## src/rtl/serial_mag_comp.sv

```systemverilog
// Multi-cycle nibble-serial magnitude comparator, LSB nibble first, 7485-style cascade.
// Optional macro SERCMP_CASCADE_IN_EN adds cas_l/cas_e/cas_g seed inputs.
module serial_mag_comp #(
   parameter int WIDTH = 16
) (
   input  logic             clk,
   input  logic             rst_n,
   input  logic             start,
   input  logic [WIDTH-1:0] numA,
   input  logic [WIDTH-1:0] numB,
`ifdef SERCMP_CASCADE_IN_EN
   input  logic             cas_l,
   input  logic             cas_e,
   input  logic             cas_g,
`endif
   output logic             busy,
   output logic             done,
   output logic             L,
   output logic             E,
   output logic             G
);

   localparam int NIB = WIDTH / 4;
   localparam int IW  = $clog2(NIB);

   typedef enum logic [1:0] {
      IDLE = 2'd0,
      RUN  = 2'd1,
      DONE = 2'd2
   } state_t;

   state_t state, state_nx;

   logic [WIDTH-1:0] a_q, b_q;
   logic [IW-1:0]    idx;
   logic             rl, re, rg;
   logic [3:0]       a_n, b_n;
   logic             eh, lh, gh;
   logic             nrl, nre, nrg;
   logic             accept, last;
   logic [2:0]       seed;

`ifdef SERCMP_CASCADE_IN_EN
   assign seed = {cas_l, cas_e, cas_g};
`else
   assign seed = 3'b010;
`endif

   assign a_n = 4'(a_q >> {idx, 2'b00});
   assign b_n = 4'(b_q >> {idx, 2'b00});
   assign eh  = (a_n == b_n);
   assign lh  = (a_n <  b_n);
   assign gh  = (a_n >  b_n);
   assign nre = eh & re;
   assign nrl = (eh & rl) | lh;
   assign nrg = (eh & rg) | gh;

   assign last   = (idx == IW'(NIB - 1));
   assign accept = start && (state != RUN);
   assign busy   = (state == RUN);
   assign done   = (state == DONE);

   always_ff @(posedge clk) begin
      if (!rst_n) state <= IDLE;
      else        state <= state_nx;
   end

   always_comb begin
      state_nx = state;
      case (state)
         IDLE:    if (start) state_nx = RUN;
         RUN:     if (last)  state_nx = DONE;
         DONE:    state_nx = start ? RUN : IDLE;
         default: state_nx = IDLE;
      endcase
   end

   always_ff @(posedge clk) begin
      if (!rst_n) begin
         a_q <= '0;
         b_q <= '0;
         idx <= '0;
         rl  <= 1'b0;
         re  <= 1'b0;
         rg  <= 1'b0;
         L   <= 1'b0;
         E   <= 1'b0;
         G   <= 1'b0;
      end else if (accept) begin
         a_q          <= numA;
         b_q          <= numB;
         idx          <= '0;
         {rl, re, rg} <= seed;
      end else if (state == RUN) begin
         rl  <= nrl;
         re  <= nre;
         rg  <= nrg;
         idx <= idx + 1'b1;
         // result registers move only on the edge entering DONE
         if (last) begin
            L <= nrl;
            E <= nre;
            G <= nrg;
         end
      end
   end

endmodule
```

## config.mk

```make
export PLATFORM = sky130hd
export DESIGN_NAME = serial_mag_comp
export DESIGN_NICKNAME = d
export VERILOG_FILES = /design/src/rtl/serial_mag_comp.sv
export SDC_FILE = /design/constraint.sdc
export NUM_CORES = 1
export LEC_CHECK = 0
export CAP_MARGIN = 25
export CELL_PAD_IN_SITES_DETAIL_PLACEMENT = 0
export CELL_PAD_IN_SITES_GLOBAL_PLACEMENT = 1
export CORE_UTILIZATION = 38
export DETAILED_ROUTE_END_ITERATION = 8
export PLACE_DENSITY_LB_ADDON = 0.08
export SLEW_MARGIN = 0
export SYNTH_ARGS = -nofsm -noshare
export SYNTH_HDL_FRONTEND = slang
export SYNTH_SLANG_ARGS = --single-unit
```

## constraint.sdc

```tcl
create_clock -name clk -period 2.5 [get_ports clk]
set_input_delay 0.5 -clock clk [delete_from_list [all_inputs] [get_ports clk]]
set_output_delay 0.5 -clock clk [all_outputs]
set_load 0.02 [all_outputs]
```

# --- Word-level counts from Yosys, hierarchy flattened ---
# Cells that the tools add are included.
# W data, S select, Z words.
totals:
  ff_bits: 42
  out_inout_bits: 5
classes:
  n_lt_le_gt_ge: 2
  mux: 6
  shift: 2
  eq_ne: 7
  n_addsub: 1
  n_reduce_logical: 6
  bitwise_logic: 7
op_table:
  columns: ["op", "n"]
  rows:
  - ["$shr A16 B4 Y4", 2]
  - ["$pmux W2 S3", 1]
  - ["$eq A2 B2 Y1 const B", 2]
  - ["$eq A4 B4 Y1", 1]
  - ["$gt A4 B4 Y1", 1]
  - ["$lt A4 B4 Y1", 1]
  - ["$mux W2", 2]
  - ["$ne A2 B1 Y1 const B", 2]
  - ["$and A1 B1 Y1", 3]
  - ["$mux W1", 3]
  - ["$reduce_and A3 Y1", 1]
  - ["$add A2 B1 Y2 const B", 1]
  - ["$eq A2 B1 Y1 const B", 1]
  - ["$logic_not A2 Y1", 1]
  - ["$ne A2 B2 Y1 const B", 1]
  - ["$not A1 Y1", 2]
  - ["$or A1 B1 Y1", 2]
  - ["$reduce_and A2 Y1", 1]
  - ["$reduce_bool A2 Y1", 1]
  - ["$reduce_or A2 Y1", 1]
  - ["$logic_and A1 B1 Y1", 1]

# --- Depth between registers and ports, before layout ---
# Gate-level depths: netlist of the first run.
depth:
  depth_word: 5
  mapped_depth: 8
  mapped_depth_nobuf: 7

# --- Worst setup path before layout of the first run ---
# OpenSTA, ideal clock, no wires.
synth_timing:
  kind: "flip-flop to flip-flop"
  start: "register idx[0]"
  end: "register L"
  period_less_slack_ns: 2.108
  path_buffers: 1
  required_time_ns: 2.440
  setup_slack_ns: 0.392
  arrival_time_ns: 2.048
  path_stages_with_launch: 8
  path_cell_list: "dfxtp_1 > buf_2 > mux4_2 > ha_1 > nor2b_1 > o211ai_1 > and2_1 > o221a_1"
synth_between:
  elab_chain_cells: 4
  elab_cells_between_ends: 8
synth_rtl:
  columns: ["element", "line", "source"]
  rows:
  - ["start: declaration", "35", "logic [IW-1:0] idx;"]
  - ["start signal: assignment", "98", "idx <= idx + 1'b1;"]
  - ["parallel branches: the longest is 4 deep, another holds $lt A4 B4 Y1", null, null]
  - ["end signal: assignment", "101", "L <= nrl;"]
  - ["end: declaration", "18", "output logic L,"]
# Parallel ways; which one is timed is not known.
# A chain may end at the register's enable or synchronous reset.

# --- Final worst setup path of the first run ---
# Ends and elaborated chain as after synthesis.

==> results.tsv, run 1 <==
metric	value	unit
status	completed	
slew margin rel.	70.9	%
global-route wire length before repair	6560	um
peak fanout along the critical path	7	
FFs w/ async S/R, synth	0	%
initial drt markers	68	
hold_buf cts	0	
Clock Path Buffers	2	
data required time at the worst endpoint	2.74	ns
GRT met2 Usage	27.9	%
Setup Skew	0.00355	ns
gpl congestion	0.770	
WP data arrival	2.35	ns
RSZ-0062 raised after global routing	no	
WL/cell	12.3	um
#FFs+latches synth	42	
combinational share of power	17.1	%
Post-Route WL	3840	um
WS Path Type	flop to flop	
post-synth cell types	35	
Vias/cell	4.79	
Finished Layout Cells	311	
initial antenna violation count	0	
H-Tree Depth	2	
Die H	73.1	um
worst skew pair latency	0.29	ns
total track usage	16.4	%
Pre-antenna DRT Iters	4	
power share of the clock group	31.2	%
period utilization	84.5	%
setup ws final	0.389	ns
post-DP HPWL	2880	um
M3 GR Usage	5.39	%
Syn. warnings	0	
utilization after layout	51.1	%
via count	1490	
synth top area cells	dfxtp_1 (44%), nand2_1 (13%), a21boi_1 (12%)	
number of global-route vias before repair	1481	
synthesized area	0.00192	mm^2
pwr dens	577	mW/mm^2
worst hold path type	flop to flop	
cts repair resizes	0	
post-synthesis net count	245	
clk slew on worst S/H paths	0.07	ns
Sink Count	42	
Cells after Synth	205	
met1 Usage GRT	19.4	%
P_sw	0.000356	W
ANT nets after route	0	
top_reg_cell synth	dfxtp_1	
placed cells	303	
largest net degree at the start of global routing	34	
Pint	0.00106	W
cts bufs inserted	5	
crit end category	flop	
starting density of the core	40.2	%
syn avg cell area	9.38	um^2
die area	0.00535	mm^2
post-synth top area share	43.7	%
EDFF count, synth	0	
I/O pin count	40	
startpoint types	flop	
Sequential Power Share	51.7	%
setup bufs post-CTS	0	
final setup fails	0	
Worst Tran Pin Value	0.436	ns
final hold vios	0	
GR peak layer	met2	
peak supply drop	0.000278	V
Yosys top cell by area	dfxtp_1	
DRC	0	
total gr overflow	0	
CTS Root Cell	clkbuf_8	
Die X	73.1	um
Tmin final	2.11	ns
switching fraction of total power	25.2	%
pre-CTS setup slack	0.423	ns
setup TNS	0	ns
Max Fclk	474	MHz
Max-Cap Viols	0	
CTS tree	built	
smallest hold slack	0.452	ns
number of port buffers	39	
# nets final	283	
share of cells above drive strength 1	10.7	%
n_diodes	0	
P&R area growth vs syn	27.1	%
Leak	0.907	nW
core area	0.00479	mm^2
max-slew violations	0	
Rows	25	
sequential share of the synthesized area	43.7	%
## routing by layer
layer,vias up,part of all wire (%),routed length [um]
met5,-,0,0
met4,0,1.3,48
met3,5,3.7,142
met2,29,50,1920
met1,689,45,1730
li1,767,-,-
## worst max-delay path, cell delays in order (launching register included)
cell     delay (ns)
dfxtp_1        0.34
buf_4          0.16
mux4_2         0.51
ha_1           0.33
nand4_1        0.28
o21ai_0        0.25
o221a_1        0.19
## worst paths after layout
| path | end | depth (start not counted) | start | slack, ns |
|---|---|---|---|---|
| setup / recovery | L | 6 | idx[0] | 0.39 |
| hold / removal | b_q[6] | 2 | b_q[6] | 0.45 |
| setup reg to reg | L | 6 | idx[0] | 0.39 |
| hold reg to reg | b_q[6] | 2 | b_q[6] | 0.45 |
## cells in the mapped netlist (2+ instances only)
master    number
nand2_1       68
dfxtp_1       42
a21boi_1      30
mux4_2         8
inv_1          6
ha_1           5
a21oi_1        4
buf_2          4
clkbuf_1       4
buf_6          3
nor2_1         3
nor2b_1        3
a21boi_0       2
and2_1         2
## sequential cells by signal, summed over array words and instances, names as in the netlist
signal,flops
a_q,16
b_q,16
idx,2
state,2
E,1
G,1
L,1
re,1
rg,1
rl,1
## layout by cell type, fill, tap and decap left out, types with 2 or more instances in the layout
cell type,instances
ha_1,5
nor2b_1,3
nand2_1,68
a21boi_1,30
dfxtp_1,42
mux4_2,8
and2_1,2
clkbuf_8,6
buf_4,4
a21oi_1,4
clkdlybuf4s50_1,39
nor2_1,3
a21boi_0,2
inv_1,6
## logic make-up after synthesis
| family | Yosys count | synth area share [%] |
|---|---|---|
| compound gates | 45 | 17.6 |
| xor+xnor | 1 | 0.456 |
| fa+ha+maj | 5 | 3.25 |
| buf+inv | 19 | 5.86 |
| flops | 42 | 43.7 |
| mux | 8 | 9.37 |
| simple gates | 85 | 19.7 |
## per-stage QoR
stage,power [W],instance area (um^2)
3_3_place_gp,0.000979,2350
2_1_floorplan,0.000899,1920
6_report,0.00141,2440
3_5_place_dp,0.000988,2350
4_1_cts,0.00143,2440
5_1_grt,0.00149,2440
## final cells by class
type | count | area [um^2]
clock buffers | 7 | 86.3
multi-input cells | 144 | 970
flip-flops and latches | 42 | 841
clock inverters | 1 | 5.00
fillers | 463 | 2340
well taps | 67 | 83.8
inverters | 7 | 38.8
repair buffers | 43 | 420
## power groups by stage
stage               sequential (W)  combinational, W  clock (W)
finish                    0.000729          0.000242   0.000440
global route              0.000734          0.000269   0.000485
CTS                       0.000730          0.000244   0.000456
detailed placement        0.000745          0.000243          0
global placement          0.000745          0.000234          0
floorplan                 0.000736          0.000163          0
Power figures use the tool's default switching activity.
==> inputs of run 2 (changes only) <==
--- a/config.mk
+++ b/config.mk
@@ -8,7 +8,7 @@
 export CAP_MARGIN = 25
 export CELL_PAD_IN_SITES_DETAIL_PLACEMENT = 0
 export CELL_PAD_IN_SITES_GLOBAL_PLACEMENT = 1
-export CORE_UTILIZATION = 38
+export CORE_UTILIZATION = 34
 export DETAILED_ROUTE_END_ITERATION = 8
 export PLACE_DENSITY_LB_ADDON = 0.08
 export SLEW_MARGIN = 0
==> constraint.sdc (replaced) <==
create_clock -name clk -period 1.8 [get_ports clk]
set_input_delay 0.36 -clock clk [delete_from_list [all_inputs] [get_ports clk]]
set_output_delay 0.36 -clock clk [all_outputs]
set_load 0.02 [all_outputs]
==> run 2 against run 1 <==
Compared with the run above: critical path type unchanged; clock-buffer cell count unchanged; power up 46%; setup slack worse by 0.61 ns; maximum frequency up 4.3%; sequential power up 39%; sequential share of layout area down 2.6 points; the flow now finishes with violations (negative setup slack); flip-flop and latch count unchanged; core utilization down 2.7 points.
==> results.tsv, run 2 (same netlist as run 1, synthesis figures left out) <==
metric	value	unit
Fillers	540	
hold path depth	2	
failing checks	negative setup slack	
commonest non-fill, non-tap cell in the layout	nand2_1	
post-DP HPWL	3020	um
utilization after layout	48.4	%
DRC	0	
initial drt markers	32	
Pre-antenna DRT Iters	4	
RSZ-0062 raised after global routing	yes	
total gr overflow	0	
min-delay src	a_q[11]	
crit end category	flop	
Worst R2R Path Depth	7	
worst skew pair latency	0.29	ns
biggest regs	a_q: 16 flops, b_q: 16 flops	
n_diodes	0	
gpl congestion	0.743	
# nets final	293	
Tmin final	2.02	ns
WS Path Type	flop to flop	
ANT nets after route	0	
P&R area growth vs syn	37.7	%
Die X	77.2	um
via count	1563	
Buf/Inv on CP	1	
starting density of the core	35.1	%
clk slew on worst S/H paths	0.08	ns
share of cells above drive strength 1	20.5	%
Die H	77.2	um
setup ws final	-0.224	ns
worst hold path type	flop to flop	
global-route wire length before repair	7380	um
H-Tree Depth	2	
pre-CTS setup slack	-0.254	ns
hold_buf cts	0	
WL/cell	12.9	um
final hold vios	0	
critical path's slowest cell	mux4_2	
Max-Cap Viols	0	
CTS tree	built	
Setup Skew	0.00593	ns
slew margin rel.	80.8	%
Rows	27	
Max Fclk	494	MHz
peak fanout along the critical path	3	
initial antenna violation count	0	
cts bufs inserted	5	
data required time at the worst endpoint	1.99	ns
Leak	0.993	nW
period utilization	112	%
Clock Path Buffers	2	
smallest hold slack	0.453	ns
core area	0.00547	mm^2
peak supply drop	0.000345	V
Worst Tran Pin Value	0.288	ns
final setup fails	6	
max-slew violations	0	
number of port buffers	39	
largest net degree at the start of global routing	40	
Post-Route WL	4220	um
total track usage	15.9	%
status	complete, but fails checks	
Vias/cell	4.79	
Finished Layout Cells	326	
critical path depth	7	
most frequent cells in the layout	nand2_1 (68), dfxtp_1 (41), clkdlybuf4s50_1 (37), a21boi_1 (30), buf_4 (10)	
Worst Setup SP	idx[0]	
I/O pin count	40	
delay-heaviest family, CP	multiplexers	
placed cells	314	
number of global-route vias before repair	1534	
WP data arrival	2.21	ns
CTS Root Cell	clkbuf_8	
CP Cell Sequence	buf_4 > mux4_2 > ha_4 > nor2b_4 > o211ai_1 > and2_4 > o221a_1	
pwr dens	780	mW/mm^2
die area	0.00596	mm^2
crit-path max cell delay	0.52	ns
startpoint types	flop	
worst r2r src	idx[0]	
Sink Count	42	
-- run 2: cell count changes in the layout (fill, tap and decap cells not counted), sizes merged --
| cell | previous run | this run |
|---|---|---|
| buf | 4 | 14 |
| clkdlybuf4s50 | 39 | 37 |
| dlygate4sd2 | 0 | 2 |
-- run 2: worst paths after layout --
path | endpoint | slack [ns]
max reg2reg | L | -0.22
min reg2reg | a_q[11] | 0.45
min | a_q[11] | 0.45
max | L | -0.22
-- run 2: worst register-to-register path, stage by stage, from the launching register on --
cell      delay (ns)
dfxtp_2         0.36
buf_4           0.13
mux4_2          0.52
ha_4            0.29
nor2b_4         0.13
o211ai_1        0.12
and2_4          0.19
o221a_1         0.19
-- run 2: cell type report --
type	count	area, um^2	share of cell area, %
Timing Repair Buffer	53	526	19.8
Multi-Input combinational cell	144	1060	40.1
Tap cell	72	90.1	3.40
Clock buffer	7	86.3	3.26
Clock inverter	1	5.00	0.189
Sequential cell	42	842	31.8
Inverter	7	38.8	1.46
-- run 2: metrics by stage --
stage | cell area, um^2 | TNS, ns | power [W]
floorplan | 1990 | -0.595 | 0.00127
global placement | 2480 | -1.07 | 0.00141
detailed placement | 2480 | -1.32 | 0.00142
CTS | 2610 | -1.09 | 0.00208
global route | 2650 | -1.83 | 0.00219
finish | 2650 | -1.16 | 0.00207
-- run 2: power breakdown --
part | leakage [nW] | internal (W) | switching (W)
Clock | 0.0482 | 0.000310 | 0.000312
Sequential | 0.345 | 0.000982 | 0.0000308
Combinational | 0.600 | 0.000240 | 0.000193
-- run 2: repair_timing --
| action | CTS | global route |
|---|---|---|
| setup buffers | 2 | 2 |
| setup endpoints to repair | 8 | 6 |
| pin swaps | 4 | 5 |
| endpoints found under the hold margin | 0 | 0 |
| resized for setup | 8 | 7 |
-- run 2: layer usage --
| metal | vias to the layer above | wire, um | GRT usage, % |
|---|---|---|---|
| li1 | 791 | - | - |
| met1 | 734 | 1940 | 19.2 |
| met2 | 31 | 2050 | 26.8 |
| met3 | 7 | 166 | 3.93 |
| met4 | 0 | 60 | 6.79 |
| met5 | - | 0 | 0 |
==> inputs of run 3 (changes only) <==
--- a/config.mk
+++ b/config.mk
@@ -5,10 +5,12 @@
 export SDC_FILE = /design/constraint.sdc
 export NUM_CORES = 1
 export LEC_CHECK = 0
+export ABC_AREA = 1
 export CAP_MARGIN = 25
 export CELL_PAD_IN_SITES_DETAIL_PLACEMENT = 0
 export CELL_PAD_IN_SITES_GLOBAL_PLACEMENT = 1
-export CORE_UTILIZATION = 34
+export CORE_MARGIN = 1.5
+export CORE_UTILIZATION = 32
 export DETAILED_ROUTE_END_ITERATION = 8
 export PLACE_DENSITY_LB_ADDON = 0.08
 export SLEW_MARGIN = 0
==> run 3 against run 2 <==
Compared with the run above: the run now ends clean; flip-flop and latch count unchanged; maximum frequency grew 18%; clock power about the same; non-clock buffer count down 4; register-to-register slack improved by 0.32 ns; power up 2.9%; clock skew decreased by 0.0019 ns; clock-buffer cell count stayed put; highest routed layer unchanged; combinational power increased by 7.2%.
==> results.tsv, run 3 <==
metric	value	unit
placed cells	357	
synth top area cells	dfxtp_1 (44%), nor2_1 (17%), o21ai_0 (12%)	
EDFF count, synth	0	
count leader, synth	nor2_1	
utilization after layout	45.1	%
Syn. warnings	0	
Worst R2R Path Depth	10	
#FFs+latches synth	42	
Max-Cap Viols	0	
CTS tree	built	
post-synth top area share	44.3	%
pwr dens	841	mW/mm^2
gpl congestion	0.812	
CTS Root Cell	clkbuf_8	
Leak	1.03	nW
Synth top cells by count	nor2_1 (88), o21ai_0 (45), dfxtp_1 (42), nand2_1 (16), a21oi_1 (10)	
min-delay src	rl	
Pre-antenna DRT Iters	4	
r2r setup slk	0.10	ns
initial antenna violation count	0	
n_diodes	0	
H-Tree Depth	2	
commonest non-fill, non-tap cell in the layout	nor2_1	
startpoint types	flop	
hold path depth	2	
setup TNS	0	ns
Rows	27	
Tmin final	1.72	ns
DRC	0	
ANT nets after route	0	
hold_buf cts	0	
Fillers	621	
status	completed	
worst r2r dst	rl	
Final Cell Area	0.00253	mm^2
most frequent cells in the layout	nor2_1 (87), dfxtp_1 (40), o21ai_0 (39), clkdlybuf4s50_1 (38), nand2_1 (14)	
Die H	80.0	um
Clock Path Buffers	2	
peak supply drop	0.000341	V
worst r2r src	idx[0]	
largest net degree at the start of global routing	39	
share of cells above drive strength 1	12.5	%
Post-Route WL	4470	um
Hold EP	rl	
Setup Skew	0.00402	ns
final setup fails	0	
P&R area growth vs syn	33.4	%
Sink Count	42	
number of port buffers	39	
Cells after Synth	253	
sequential share of the synthesized area	44.3	%
slew margin rel.	78.4	%
global-route wire length before repair	7380	um
data required time at the worst endpoint	1.44	ns
WS Path Type	flop to output port	
biggest regs	a_q: 16 flops, b_q: 16 flops	
peak fanout along the critical path	3	
# nets final	335	
cts bufs inserted	5	
final hold vios	0	
top_reg_cell synth	dfxtp_1	
Max Fclk	582	MHz
WL/cell	12.2	um
WP data arrival	1.36	ns
period utilization	95.5	%
core area	0.00561	mm^2
via count	1715	
max-slew violations	0	
synthesized area	0.00190	mm^2
worst hold path type	flop to flop	
Die X	80.0	um
worst skew pair latency	0.29	ns
crit end category	output port	
die area	0.00640	mm^2
FFs w/ async S/R, synth	0	%
clk slew on worst S/H paths	0.07	ns
post-synth cell types	22	
initial drt markers	85	
Yosys top cell by area	dfxtp_1	
post-DP HPWL	3140	um
total gr overflow	0	
Worst Tran Pin Value	0.324	ns
number of global-route vias before repair	1607	
post-synthesis net count	293	
total track usage	15.0	%
Vias/cell	4.66	
starting density of the core	33.8	%
smallest hold slack	0.485	ns
syn avg cell area	7.50	um^2
Finished Layout Cells	368	
placed cell area	0.00234	mm^2
I/O pin count	40	
==> run 3: cell count changes after synthesis, sizes merged, moves of 6 or more <==
cell    delta
nor2      +85
nand2     -50
o21ai     +50
a21boi    -32
mux4       -8
a21oi      +6
inv        +6
==> run 3: how the worst max path moves through the flow <==
stage	to	slack (ns)	startpoint
3_3_place_gp	rl	0.04	idx[0]
5_1_grt	rg	-0.01	idx[0]
3_5_place_dp	rl	0.02	idx[0]
4_1_cts	rl	0.01	idx[0]
2_1_floorplan	rl	0.06	idx[0]
6_report	done	0.08	state[0]
==> run 3: report_power, final <==
part,internal (W),switching (W)
combinational,0.000224,0.000239
sequential,0.00100,0.0000461
clock,0.000309,0.000309
==> run 3: timing repair <==
item / in CTS / in global routing
gates cloned: 0 / 2
pin swaps: 0 / 6
endpoints found under the setup margin: 1 / 5
gates resized for setup: 1 / 26
setup buffers: 0 / 1
==> run 3: layout make-up <==
type                    count  area, um^2  area share (%)
well taps                  72        90.1            3.56
flip-flops and latches     42         846            33.4
clock buffers               7        86.3            3.41
clock inverters             1        5.00           0.198
multi-input cells         185         955            37.7
inverters                  12        52.6            2.08
repair buffers             49         495            19.6
==> run 3: per-stage QoR <==
stage          power, W  setup slack [ns]
2_1_floorplan   0.00134            0.0596
3_3_place_gp    0.00148            0.0439
3_5_place_dp    0.00148            0.0229
4_1_cts         0.00210            0.0140
5_1_grt         0.00226           -0.0102
6_report        0.00213            0.0818
==> run 3: worst max-delay path, cell delays in order, from the launching register on <==
cell and delay (ns):
dfxtp_1 0.35, nor2_1 0.12, clkdlybuf4s50_1 0.60
==> run 3: logic make-up (layout without fill, tap and decap cells) <==
family          after synthesis  in the layout  synth area share [%]
simple gates                109            109                  23.7
compound gates               71             71                  19.9
buf+inv                      26             69                  8.77
flops                        42             42                  44.3
fa+ha+maj                     5              5                  3.30
==> run 3: metal layers <==
| metal | share of wire (%) | vias up | wire length [um] | GRT usage [%] |
|---|---|---|---|---|
| met1 | 48 | 749 | 2160 | 19.3 |
| met2 | 44 | 45 | 1980 | 23.8 |
| li1 | - | 913 | - | - |
| met5 | 0 | - | 0 | 0 |
| met4 | 1.5 | 0 | 65 | 4.66 |
| met3 | 6.0 | 8 | 269 | 4.69 |
